==> config.mk <==
export PLATFORM = sky130hd
export DESIGN_NAME = pc_branch_redirect
export DESIGN_NICKNAME = d
export VERILOG_FILES = /design/src/rtl/pc_pkg.sv /design/src/rtl/branch_target_adder.sv /design/src/rtl/pc_branch_redirect.sv
export SDC_FILE = /design/constraint.sdc
export NUM_CORES = 1
export LEC_CHECK = 0
export CAP_MARGIN = 20
export CORE_ASPECT_RATIO = 1.4
export CORE_MARGIN = 2
export CORE_UTILIZATION = 42
export CTS_BUF_LIST = sky130_fd_sc_hd__clkbuf_4
export CTS_CLUSTER_SIZE = 12
export DETAILED_ROUTE_END_ITERATION = 10
export GPL_ROUTABILITY_DRIVEN = 0
export GPL_TIMING_DRIVEN = 1
export HOLD_SLACK_MARGIN = 0.12
export PLACE_DENSITY_LB_ADDON = 0.2
export SETUP_SLACK_MARGIN = 0.1
export SYNTH_ARGS = -nofsm -noshare
export SYNTH_HDL_FRONTEND = slang
export SYNTH_SLANG_ARGS = --single-unit
==> constraint.sdc <==
create_clock -name clk_i -period 3.8 [get_ports clk_i]
set_clock_uncertainty 0.2 [all_clocks]
set_input_delay 0.95 -clock clk_i [delete_from_list [all_inputs] [get_ports clk_i]]
set_output_delay 0.95 -clock clk_i [all_outputs]
set_load 0.1 [all_outputs]
==> src/rtl/pc_pkg.sv <==
// Shared types and constants for the PC / branch-redirect stage.
// Holds the FSM state enum, PC step and the next-PC select encoding.
package pc_pkg;

  typedef enum logic [1:0] {
    BOOT  = 2'd0,
    RUN   = 2'd1,
    FLUSH = 2'd2
  } pc_state_e;

  localparam int          PC_STEP          = 4;
  localparam logic [31:0] RESET_PC_DEFAULT = 32'h0000_0000;

  typedef enum logic [1:0] {
    SEL_SEQ    = 2'd0,
    SEL_HOLD   = 2'd1,
    SEL_BRANCH = 2'd2,
    SEL_JUMP   = 2'd3
  } pc_sel_e;

  // Branch beats jump; both beat stall and a not-ready instruction memory.
  function automatic pc_sel_e pc_select(input logic branch, input logic jump,
                                        input logic stall, input logic ready);
    pc_sel_e sel;
    if (branch)      sel = SEL_BRANCH;
    else if (jump)   sel = SEL_JUMP;
    else if (stall)  sel = SEL_HOLD;
    else if (!ready) sel = SEL_HOLD;
    else             sel = SEL_SEQ;
    return sel;
  endfunction

endpackage

==> src/rtl/branch_target_adder.sv <==
// Branch target = PC+4 of the branch plus the pre-shifted offset.
// Purely combinational; the carry out of the top bit is dropped.
module branch_target_adder #(
  parameter int WIDTH = 32
) (
  input  logic [WIDTH-1:0] base,
  input  logic [WIDTH-1:0] offset,
  output logic [WIDTH-1:0] target
);

  assign target = base + offset;

endmodule

==> src/rtl/pc_branch_redirect.sv <==
// PC stage: holds/advances the fetch PC, redirects on branch/jump, and flushes IF/ID.
// Optional taken-redirect counter enabled by defining BRANCH_STATS_EN.
module pc_branch_redirect
  import pc_pkg::*;
#(
  parameter int               WIDTH        = 32,
  parameter logic [WIDTH-1:0] RESET_PC     = WIDTH'(RESET_PC_DEFAULT),
  parameter int               FLUSH_CYCLES = 1,
  parameter int               STAT_W       = 16
) (
  input  logic              clk_i,
  input  logic              rst_i,
  input  logic              stall_i,
  input  logic              branch_i,
  input  logic [WIDTH-1:0]  branch_base_i,
  input  logic [WIDTH-1:0]  branch_off_i,
  input  logic              jump_i,
  input  logic [25:0]       jump_idx_i,
  input  logic              imem_ready_i,
  output logic              imem_req_o,
  output logic [WIDTH-1:0]  pc_o,
  output logic [WIDTH-1:0]  pc_plus4_o,
  output logic              flush_o,
  output logic [STAT_W-1:0] taken_cnt_o
);

  localparam logic [2:0] FLUSH_LAST = 3'(FLUSH_CYCLES - 1);

  pc_state_e        state_reg, state_next;
  logic [WIDTH-1:0] pc_reg, pc_next;
  logic [2:0]       flush_cnt_reg, flush_cnt_next;
  logic             flush_reg, flush_next;
  logic             req_reg, req_next;
  logic [WIDTH-1:0] branch_target, jump_target;
  logic             active, redirect;
  pc_sel_e          sel;

  branch_target_adder #(.WIDTH(WIDTH)) u_target_adder (
    .base   (branch_base_i),
    .offset (branch_off_i),
    .target (branch_target)
  );

  assign pc_plus4_o  = pc_reg + WIDTH'(PC_STEP);
  assign jump_target = {pc_plus4_o[WIDTH-1:28], jump_idx_i, 2'b00};
  assign active      = (state_reg != BOOT);
  assign sel         = pc_select(branch_i, jump_i, stall_i, imem_ready_i);
  // A redirect is honoured regardless of stall/ready, but never while booting.
  assign redirect    = active && (branch_i || jump_i);

  always_comb begin
    pc_next = pc_reg;
    if (active) begin
      case (sel)
        SEL_BRANCH: pc_next = branch_target;
        SEL_JUMP:   pc_next = jump_target;
        SEL_SEQ:    pc_next = pc_plus4_o;
        default:    pc_next = pc_reg;
      endcase
    end
    pc_next[1:0] = 2'b00;
  end

  always_comb begin
    state_next     = state_reg;
    flush_cnt_next = flush_cnt_reg;
    case (state_reg)
      BOOT: state_next = RUN;
      RUN: begin
        if (redirect) begin
          state_next     = FLUSH;
          flush_cnt_next = '0;
        end
      end
      FLUSH: begin
        if (redirect) begin
          flush_cnt_next = '0;
        end else if (flush_cnt_reg == FLUSH_LAST) begin
          state_next     = RUN;
          flush_cnt_next = '0;
        end else begin
          flush_cnt_next = flush_cnt_reg + 3'd1;
        end
      end
      default: state_next = BOOT;
    endcase
    flush_next = (state_next == FLUSH);
    req_next   = (state_next != BOOT);
  end

  always_ff @(posedge clk_i or negedge rst_i) begin
    if (!rst_i) begin
      state_reg     <= BOOT;
      pc_reg        <= RESET_PC;
      flush_cnt_reg <= '0;
      flush_reg     <= 1'b0;
      req_reg       <= 1'b0;
    end else begin
      state_reg     <= state_next;
      pc_reg        <= pc_next;
      flush_cnt_reg <= flush_cnt_next;
      flush_reg     <= flush_next;
      req_reg       <= req_next;
    end
  end

  assign pc_o       = pc_reg;
  assign flush_o    = flush_reg;
  assign imem_req_o = req_reg;

`ifdef BRANCH_STATS_EN
  logic [STAT_W-1:0] taken_cnt_reg;

  // Saturating count of accepted redirects; a branch+jump pair counts once.
  always_ff @(posedge clk_i or negedge rst_i) begin
    if (!rst_i) begin
      taken_cnt_reg <= '0;
    end else if (redirect && (taken_cnt_reg != {STAT_W{1'b1}})) begin
      taken_cnt_reg <= taken_cnt_reg + STAT_W'(1);
    end
  end

  assign taken_cnt_o = taken_cnt_reg;
`else
  assign taken_cnt_o = '0;
`endif

endmodule

==> results.py <==
metrics = {
    "synth": {
        "synthArstFlopShare_pct": 100,
        "synthCells": 548,
        "synth_edf_count": 0,
        "syn_area_um2": 4290,
        "synth_compound_area_share_pct": 29.7,
        "synthAdderAreaFrac_pct": 9.63,
        "synth_top_family_by_area": "compound AO/OA/AOI/OAI gates",
        "yosysTopAreaCell": "dfrtp_1",
        "yosysSeqAreaShare_pct": 21.6,
        "synth_xor_area_share_pct": 11.2,
        "synth_top_cell_area_share_pct": 21.6,
        "ys_dominant_reg_cell": "dfrtp_1",
        "muxShareOfSynthArea_pct": 1.63,
        "syn_area_per_cell_um2": 7.82,
        "yosysWarnings": 0,
        "netlist-cell-type-count": 56,
        "yosys-top-cells-area": "dfrtp_1 (22%), ha_1 (9.6%), xnor2_1 (7.8%)",
        "synth-simple-area-share_pct": 18.9,
        "synth_seq_cells": 37,
    },
    "critical_path": {
        "crit_slowest_cell": "or3_4",
        "critical_path_class": "flip-flop to primary output",
        "crit_buf_inv": 1,
        "crit_chain": "nand4_1, or3_4, nor3_4, nand4_1, xnor2_4, buf_12",
        "arrival_ps": 2460,
        "end_kind": "primary output",
        "max_stage_delay_ps": 450,
        "rrSetupSlack_ps": 1170,
        "cp_common_cell": "nand4_1",
        "worstPathMaxFanout": 5,
        "cp_top_family": "simple AND/OR/NAND/NOR gates",
        "reg2reg_from": "pc_o[11]",
        "start_kind": "flip-flop",
        "path_depth": 6,
        "r2r_end": "pc_o[23]",
        "cp.required_ps": 2650,
        "reg2reg_depth": 8,
    },
    "die": {
        "die_y_um": 124,
        "ioPinCount": 178,
        "start_util_pct": 43.3,
        "row_count": 43,
        "coreArea_um2": 9900,
        "die_area_um2": 11000,
        "die_w_um": 89.4,
    },
    "timing": {
        "whs_ps": 357,
        "hold_viol_final": 0,
        "period_needed_ps": 3610,
        "finalSetupViolCount": 0,
        "setup_slack_ps": 188,
        "max_slew_margin_pct": 43.1,
        "setup-tns-final_ps": 0,
        "fin_crit_sh_pct": 95.1,
        "slew_viol_final": 0,
        "rsz0062_at_grt": "no",
        "max_freq_ghz": 0.277,
        "tightest_slew_ps": 853,
    },
    "min_path": {
        "worstHoldStart": "state_reg[1]",
        "whs_path_depth": 1,
        "hold_end": "imem_req_o",
        "hp-class": "flip-flop to flip-flop",
    },
    "placed_design": {
        "placed_cells": 835,
        "place_ws_ps": -44.4,
        "portBuffers": 157,
        "dp_hpwl_um": 11800,
        "place_area_um2": 6420,
    },
    "power_and_ir_drop": {
        "p_sw_mw": 3.92,
        "vdd_ir_drop_max_mv": 0.550,
        "total_power_mw": 5.86,
        "p_int_mw": 1.94,
        "power_density_nw_per_um2": 890,
        "pwr-share-clk_pct": 3.7,
        "seq_power_share_pct": 17.2,
        "swShare_pct": 66.9,
        "p_comb_share_pct": 79.1,
        "p_leak_nw": 2.87,
    },
    "finish": {
        "final_util_pct": 66.5,
        "final_area_um2": 6590,
        "nNetsFinal": 846,
        "largest_reg_flops": 30,
        "fillCellCount": 843,
        "layout-drive-gt1-share_pct": 25.2,
        "area_delta_synth_final_pct": 53.7,
        "seq_area_um2": 980,
        "multi_input_area_um2": 3490,
        "fin_cells": 854,
    },
    "drt": {
        "wl_per_cell_um": 17.3,
        "drc": 0,
        "dr_total_vias": 5045,
        "ant_nets": 0,
        "firstDrtPassIters": 7,
        "dr.first_iter.drc_count": 406,
        "via_per_inst": 5.91,
        "drt_wl_total_um": 14800,
    },
    "clocking": {
        "cts_buffers": 5,
        "clockBufferDepth": 2,
        "cts_tree": "built",
        "ctsRootBufferMaster": "clkbuf_4",
        "clk_pin_slew_ps": 120,
        "h-tree-depth": 2,
        "clock_latency_ps": 370,
        "cts_num_sinks": 37,
    },
    "global_routing": {
        "grt_antenna_before_repair": 1,
        "grt_pass1_wl_um": 23200,
        "grt_use_total_pct": 26.5,
        "grt-ovfl-total": 0,
        "grt_max_degree": 38,
        "first_global_vias": 4835,
    },
    "job": {
        "maxCapViolCount": 0,
    },
    "status": {
        "outcome": "completed",
    },
}
[power by group through the flow]
stage	Sequential, mW	Clock [mW]	Combinational, mW
6_report	1.01	0.220	4.64
5_1_grt	1.04	0.237	4.79
4_1_cts	0.989	0.224	4.63
3_5_place_dp	1.02	0	4.58
3_3_place_gp	1.00	0	4.54
2_1_floorplan	2.11	0	2.31
[final cells by class]
type	count	area share, %
Tap cell	135	2.56
Timing Repair Buffer	194	28.1
Clock buffer	6	0.684
Inverter	11	0.627
Antenna cell	1	0.0380
Multi-Input combinational cell	468	52.9
Clock inverter	2	0.171
Sequential cell	37	14.9
[worst max-delay path by stage]
stage                                 start        endpoint
after global placement    branch_base_i[20]        pc_o[28]
final                              pc_o[11]  pc_plus4_o[23]
after CTS                          pc_o[19]  pc_plus4_o[28]
after floorplan                    pc_o[20]  pc_plus4_o[29]
after detailed placement  branch_base_i[20]        pc_o[28]
after global routing               pc_o[19]  pc_plus4_o[28]
[cell usage after synthesis (all sizes together) (16+ instances only)]
| cell | instances |
|---|---|
| dfrtp | 37 |
| buf | 21 |
| a21oi | 36 |
| nor2 | 38 |
| nand2 | 53 |
| ha | 33 |
| xnor2 | 38 |
| o21ai | 49 |
| a21o | 21 |
| clkbuf | 30 |
| xor2 | 17 |
| nand3 | 16 |
| nand4 | 17 |
[logic make-up after synthesis]
| logic type | Yosys count |
|---|---|
| xor+xnor | 55 |
| other cells | 1 |
| compound gates | 186 |
| mux | 6 |
| buf+inv | 62 |
| fa+ha+maj | 33 |
| flops | 37 |
| simple gates | 168 |
[cell usage in the layout, fill, tap and decap left out, types with 8 or more instances in the layout]
cell type / count
a22oi_1: 8
nor3_1: 8
a222oi_1: 8
a21oi_1: 35
dfrtp_4: 10
nand2_1: 53
clkdlybuf4s50_1: 94
buf_12: 13
dfrtp_1: 14
a31oi_1: 8
xnor2_2: 9
conb_1: 20
inv_1: 11
ha_1: 33
a221oi_1: 13
nand4_1: 17
a21o_1: 21
nor2_1: 37
buf_4: 86
xnor2_1: 21
o21ai_0: 46
dfrtp_2: 13
xnor2_4: 8
xor2_1: 9
and3_1: 11
nand3_1: 13
[routing by layer]
layer | vias to the layer above | part of all wire [%] | global-route usage, %
met5 | - | 0 | 0
met1 | 2371 | 37 | 32.1
met2 | 279 | 52 | 46.9
met3 | 40 | 7.2 | 2.80
met4 | 0 | 3.5 | 11.4
li1 | 2355 | - | -
[timing repair]
item	4_1_cts	5_1_grt
endpoints found under the setup margin	7	8
resized for setup	3	5
hold buffers	0	0
setup buffers	5	5
pin swaps	5	6
No activity file was read; power rests on OpenSTA's default activity.
